$ cat src/rtl/spi_master.sv
// SPI master: CPOL/CPHA-configurable, divided sclk, active-low chip select, MSB-first transmit.
// Define SPI_MISO_EN to compile in the full-duplex receive path; otherwise rx_dat_o is tied to 0.
module spi_master #(
  parameter int unsigned DATA_W  = 8,
  parameter int unsigned CLK_DIV = 4,
  parameter bit          CPOL    = 1'b0,
  parameter bit          CPHA    = 1'b0
) (
  input  logic              clk_i,
  input  logic              rst_i,
  input  logic              en_i,
  input  logic [DATA_W-1:0] dat_i,
  input  logic              miso_i,
  output logic              sclk_o,
  output logic              sdo_o,
  output logic              cs_n_o,
  output logic              busy_o,
  output logic              done_o,
  output logic [DATA_W-1:0] rx_dat_o
);

  localparam int unsigned CNT_W  = $clog2(CLK_DIV + 1);
  localparam int unsigned EDGES  = 2 * DATA_W;
  localparam int unsigned EDGE_W = $clog2(EDGES + 1);
  localparam logic [CNT_W-1:0]  CNT_RELOAD = CNT_W'(CLK_DIV - 1);
  localparam logic [EDGE_W-1:0] LAST_EDGE  = EDGE_W'(EDGES);

  typedef enum logic [2:0] {S_IDLE, S_SETUP, S_SHIFT, S_HOLD, S_DONE} state_e;

  state_e              state_q, state_d;
  logic [CNT_W-1:0]    cnt_q, cnt_d;
  logic [EDGE_W-1:0]   edge_q, edge_d;
  logic [DATA_W-2:0]   tx_q, tx_d;
  logic                sclk_q, sclk_d;
  logic                sdo_q, sdo_d;
  logic                cs_n_q, cs_n_d;
  logic                busy_q, busy_d;
  logic                done_q, done_d;

  logic                active_c;
  logic                tick_c;
  logic                accept_c;
  logic                sclk_edge_c;
  logic                shift_tx_c;
  logic                capture_c;
  logic                enter_done_c;
  logic [EDGE_W-1:0]   edge_nxt_c;

  // Half-period tick and the number of the sclk edge it would produce
  assign active_c     = (state_q == S_SETUP) || (state_q == S_SHIFT) || (state_q == S_HOLD);
  assign tick_c       = active_c && (cnt_q == '0);
  assign accept_c     = en_i && ((state_q == S_IDLE) || (state_q == S_DONE));
  assign sclk_edge_c  = tick_c && ((state_q == S_SETUP) || (state_q == S_SHIFT));
  assign edge_nxt_c   = edge_q + EDGE_W'(1);
  assign enter_done_c = (state_q == S_HOLD) && tick_c;

  // Launch on the edge opposite to the sampling edge, never past the last bit
  assign shift_tx_c = sclk_edge_c &&
                      (CPHA ? (edge_nxt_c[0] && (edge_nxt_c >= EDGE_W'(3)))
                            : (!edge_nxt_c[0] && (edge_nxt_c <= EDGE_W'(EDGES - 2))));
  assign capture_c  = sclk_edge_c && (edge_nxt_c[0] != CPHA);

  always_ff @(posedge clk_i or posedge rst_i) begin
    if (rst_i) state_q <= S_IDLE;
    else       state_q <= state_d;
  end

  always_comb begin
    state_d = state_q;
    case (state_q)
      S_IDLE:  if (en_i) state_d = S_SETUP;
      S_SETUP: if (tick_c) state_d = S_SHIFT;
      S_SHIFT: if (tick_c && (edge_nxt_c == LAST_EDGE)) state_d = S_HOLD;
      S_HOLD:  if (tick_c) state_d = S_DONE;
      S_DONE:  state_d = en_i ? S_SETUP : S_IDLE;
      default: state_d = S_IDLE;
    endcase
  end

  always_comb begin
    cnt_d  = (active_c && (cnt_q != '0)) ? cnt_q - CNT_W'(1) : CNT_RELOAD;
    edge_d = edge_q;
    tx_d   = tx_q;
    sclk_d = sclk_q;
    sdo_d  = sdo_q;
    if (accept_c) begin
      edge_d = '0;
      tx_d   = dat_i[DATA_W-2:0];
      sdo_d  = dat_i[DATA_W-1];
    end else begin
      if (sclk_edge_c) begin
        edge_d = edge_nxt_c;
        sclk_d = ~sclk_q;
      end
      if (shift_tx_c) begin
        sdo_d = tx_q[DATA_W-2];
        tx_d  = tx_q << 1;
      end
      if (state_d == S_DONE) sdo_d = 1'b0;
    end
    cs_n_d = !((state_d == S_SETUP) || (state_d == S_SHIFT) || (state_d == S_HOLD));
    busy_d = !cs_n_d;
    done_d = (state_d == S_DONE);
  end

  always_ff @(posedge clk_i or posedge rst_i) begin
    if (rst_i) begin
      cnt_q  <= CNT_RELOAD;
      edge_q <= '0;
      tx_q   <= '0;
      sclk_q <= CPOL;
      sdo_q  <= 1'b0;
      cs_n_q <= 1'b1;
      busy_q <= 1'b0;
      done_q <= 1'b0;
    end else begin
      cnt_q  <= cnt_d;
      edge_q <= edge_d;
      tx_q   <= tx_d;
      sclk_q <= sclk_d;
      sdo_q  <= sdo_d;
      cs_n_q <= cs_n_d;
      busy_q <= busy_d;
      done_q <= done_d;
    end
  end

  assign sclk_o = sclk_q;
  assign sdo_o  = sdo_q;
  assign cs_n_o = cs_n_q;
  assign busy_o = busy_q;
  assign done_o = done_q;

`ifdef SPI_MISO_EN
  logic [DATA_W-1:0] rx_q, rx_d;
  logic [DATA_W-1:0] rx_dat_q, rx_dat_d;

  // Receive shifter; the word is published only when the frame completes
  always_comb begin
    rx_d     = rx_q;
    rx_dat_d = rx_dat_q;
    if (accept_c)       rx_d = '0;
    else if (capture_c) rx_d = {rx_q[DATA_W-2:0], miso_i};
    if (enter_done_c)   rx_dat_d = rx_q;
  end

  always_ff @(posedge clk_i or posedge rst_i) begin
    if (rst_i) begin
      rx_q     <= '0;
      rx_dat_q <= '0;
    end else begin
      rx_q     <= rx_d;
      rx_dat_q <= rx_dat_d;
    end
  end

  assign rx_dat_o = rx_dat_q;
`else
  logic unused_miso;
  logic unused_enter_done;
  logic unused_capture;
  assign unused_miso       = miso_i;
  assign unused_enter_done = enter_done_c;
  assign unused_capture    = capture_c;
  assign rx_dat_o          = '0;
`endif

endmodule

$ cat config.mk
export PLATFORM = sky130hd
export DESIGN_NAME = spi_master
export DESIGN_NICKNAME = d
export VERILOG_FILES = /design/src/rtl/spi_master.sv
export SDC_FILE = /design/constraint.sdc
export NUM_CORES = 1
export LEC_CHECK = 0
export BUFFER_PORTS_ARGS = -buffer_cell sky130_fd_sc_hd__buf_2
export CORE_MARGIN = 2
export CORE_UTILIZATION = 52
export DETAILED_ROUTE_END_ITERATION = 12
export PLACE_DENSITY = 0.88
export SLEW_MARGIN = 30
export SYNTH_ARGS = -nofsm -noshare
export SYNTH_HDL_FRONTEND = slang
export SYNTH_SLANG_ARGS = --single-unit
$ cat constraint.sdc
create_clock -name clk_i -period 2.1 [get_ports clk_i]
set_input_delay 0.42 -clock clk_i [delete_from_list [all_inputs] [get_ports clk_i]]
set_output_delay 0.42 -clock clk_i [all_outputs]
set_load 0.05 [all_outputs]
==> results.json <==
{
  "seq_area_frac_synth": 0.502,
  "m1WireLength_um": 819,
  "yosysTopAreaCell": "dfrtp_1",
  "port_buffers": 15,
  "arrival_ns": 2.16,
  "place_hpwl_mm": 1.32,
  "rows": 17,
  "clkSlewWorstSetupHoldPaths_ns": 0.12,
  "ys_types": 31,
  "r2r_start": "edge_q[1]",
  "synthFlopType": "dfrtp_1",
  "cp.required_ns": 2.32,
  "ctsResizeCount": 0,
  "coreArea_um2": 2150,
  "final_nets": 144,
  "clockBufferDepth": 2,
  "grt_max_degree": 24,
  "synthArstFlopShare": 1.00,
  "first_pass_iters": 4,
  "rsz0062_at_grt": "false",
  "routed.top_layer": "met4",
  "end_kind": "flip-flop",
  "power_density_nw_per_um2": 544,
  "status": "completed",
  "synth_top_cell_area_share": 0.434,
  "cts_tree": "done",
  "die-area_um2": 2610,
  "post-route-util": 0.591,
  "maxCapViolations": 0,
  "drc": 0,
  "start_util": 0.537,
  "reg2reg_depth": 6,
  "pin_count": 25,
  "track_usage": 0.161,
  "gp_congestion": 0.824,
  "p_leak_nw": 0.689,
  "fin_tns_setup_ns": 0,
  "place_inst": 150,
  "timing.final.crit_share": 0.927,
  "mostFrequentLayoutCell": "dfrtp_1",
  "max_freq_mhz": 514,
  "cts.root.buffer_cell": "clkbuf_4",
  "wl_met2_um": 935,
  "worstSetupPathType": "flip-flop to flip-flop",
  "layout_min_cycle_time_ns": 1.95,
  "routed_wl_mm": 1.85,
  "insertion_delay_ns": 0.31,
  "report.final.slew_viol_count": 0,
  "timing.hold.ws_ns": 0.113,
  "grt_pass1_vias": 738,
  "cp-start-kind": "flip-flop",
  "wl_met3_um": 62,
  "ir_worst_vdd_uv": 305,
  "finalNonFillerCells": 154,
  "die_h_um": 51.1,
  "synth_seq_cells": 23,
  "finClkSkew_ns": 0.00603,
  "final_antenna_net_count": 0,
  "n_antenna_cell": 0,
  "syn_avg_cell_area_um2": 10.8,
  "postCtsSetupBuffers": 0,
  "syn_inst": 107,
  "min_path_type": "primary input to async pin",
  "antenna_found_initial": 0,
  "reg2reg_to": "tx_q[3]",
  "setup_viol": 0,
  "finalHoldViolCount": 0,
  "numCtsBuffers": 3,
  "reg2reg_slack_ns": 0.15,
  "synthesis.area_um2": 1150,
  "grt_pass1_wl_mm": 3.11,
  "drt_iter0_markers": 9,
  "cts_hold_buffers": 0,
  "drive_gt1_frac": 0.230,
  "cp_max_fo": 10,
  "chipWidth_um": 51.1,
  "cts_num_sinks": 23,
  "synth-edff-count": 0,
  "post_drt_wl_per_cell_um": 12.0,
  "ctsHtreeMaxLevel": 1,
  "yosysWarnings": 0,
  "mostFrequentLayoutCells": "dfrtp_1 (20), buf_2 (15), nand2_1 (8), conb_1 (8)",
  "viasPerCell": 5.27,
  "vias": 811,
  "synth_area_leaders": "dfrtp_1 (43%), dfstp_2 (6.8%), ha_1 (5.4%)",
  "syn2layout_area_growth_pct": 10.1,
  "grt_overflow_total": 0
}
-- stage by stage --
stage,power [mW],setup WS [ns],instance area [um2]
after floorplan,0.501,0.187,1180
after global placement,0.501,0.115,1240
after detailed placement,0.502,0.0766,1240
after CTS,0.702,0.0585,1270
after global routing,0.720,0.0516,1270
final,0.691,0.153,1270
-- critical path, cell delays in order (launching register included) --
cell,delay [ns]
dfrtp_1,0.45
ha_1,0.25
xnor2_1,0.15
or3_1,0.31
o2111a_2,0.35
a22o_1,0.20
a21o_1,0.15
-- metal layers --
| metal | global-route usage | vias up |
|---|---|---|
| met5 | 0 | - |
| met4 | 0.108 | 0 |
| met3 | 0.0175 | 2 |
| met2 | 0.242 | 21 |
| met1 | 0.218 | 397 |
| li1 | - | 391 |
-- sequential cells by signal, indices dropped and copies added (netlist names), 3 cells and up --
name,cells
cnt_q,3
edge_q,5
state_q,3
tx_q,7
-- power by group --
group          internal, mW  leakage (nW)  switching, mW
logic               0.00800         0.387         0.0417
clock network        0.0711        0.0177          0.127
registers             0.443         0.284              0
-- synthesized netlist by cell type, types with 2 or more instances --
master and number:
inv_1 5, nor3_1 2, and4b_1 3, ha_1 5
xor2_1 4, nand3_1 5, buf_4 8, o21ai_0 6
a21o_1 6, nand2_1 8, clkbuf_1 2, dfstp_2 3
xnor2_1 3, a22o_1 6, nor2_1 6, dfrtp_1 20
-- cell type report --
class	instances	area [um2]
timing repair buffer	19	105
sequential	23	579
clock inverter	1	5.00
multi-input combinational	75	504
clock buffer	3	22.5
tap	28	35.0
inverter	5	18.8
fill	193	878
-- cells by family (layout without fill, tap and decap cells) --
kind of cell,count (synthesis),count (layout),share of synthesized area
flip-flops,23,23,0.502
buffers and inverters,16,28,0.0846
multiplexers,1,1,0.00868
other,1,8,0.00325
XOR/XNOR,7,7,0.0531
AO/OA/AOI/OAI,21,21,0.133
AND/OR/NAND/NOR,33,33,0.161
adder cells (fa/ha/maj),5,5,0.0542
-- how the worst max path moves through the flow --
stage / start / endpoint / slack (ns) / cells past startpoint
2_1_floorplan: cnt_q[0] / tx_q[1] / 0.19 / 9
3_3_place_gp: edge_q[0] / tx_q[1] / 0.11 / 6
3_5_place_dp: edge_q[0] / tx_q[1] / 0.08 / 6
4_1_cts: edge_q[0] / tx_q[3] / 0.06 / 6
5_1_grt: edge_q[1] / tx_q[1] / 0.05 / 6
6_report: edge_q[1] / tx_q[3] / 0.15 / 6
No activity file was read; power rests on OpenSTA's default activity.
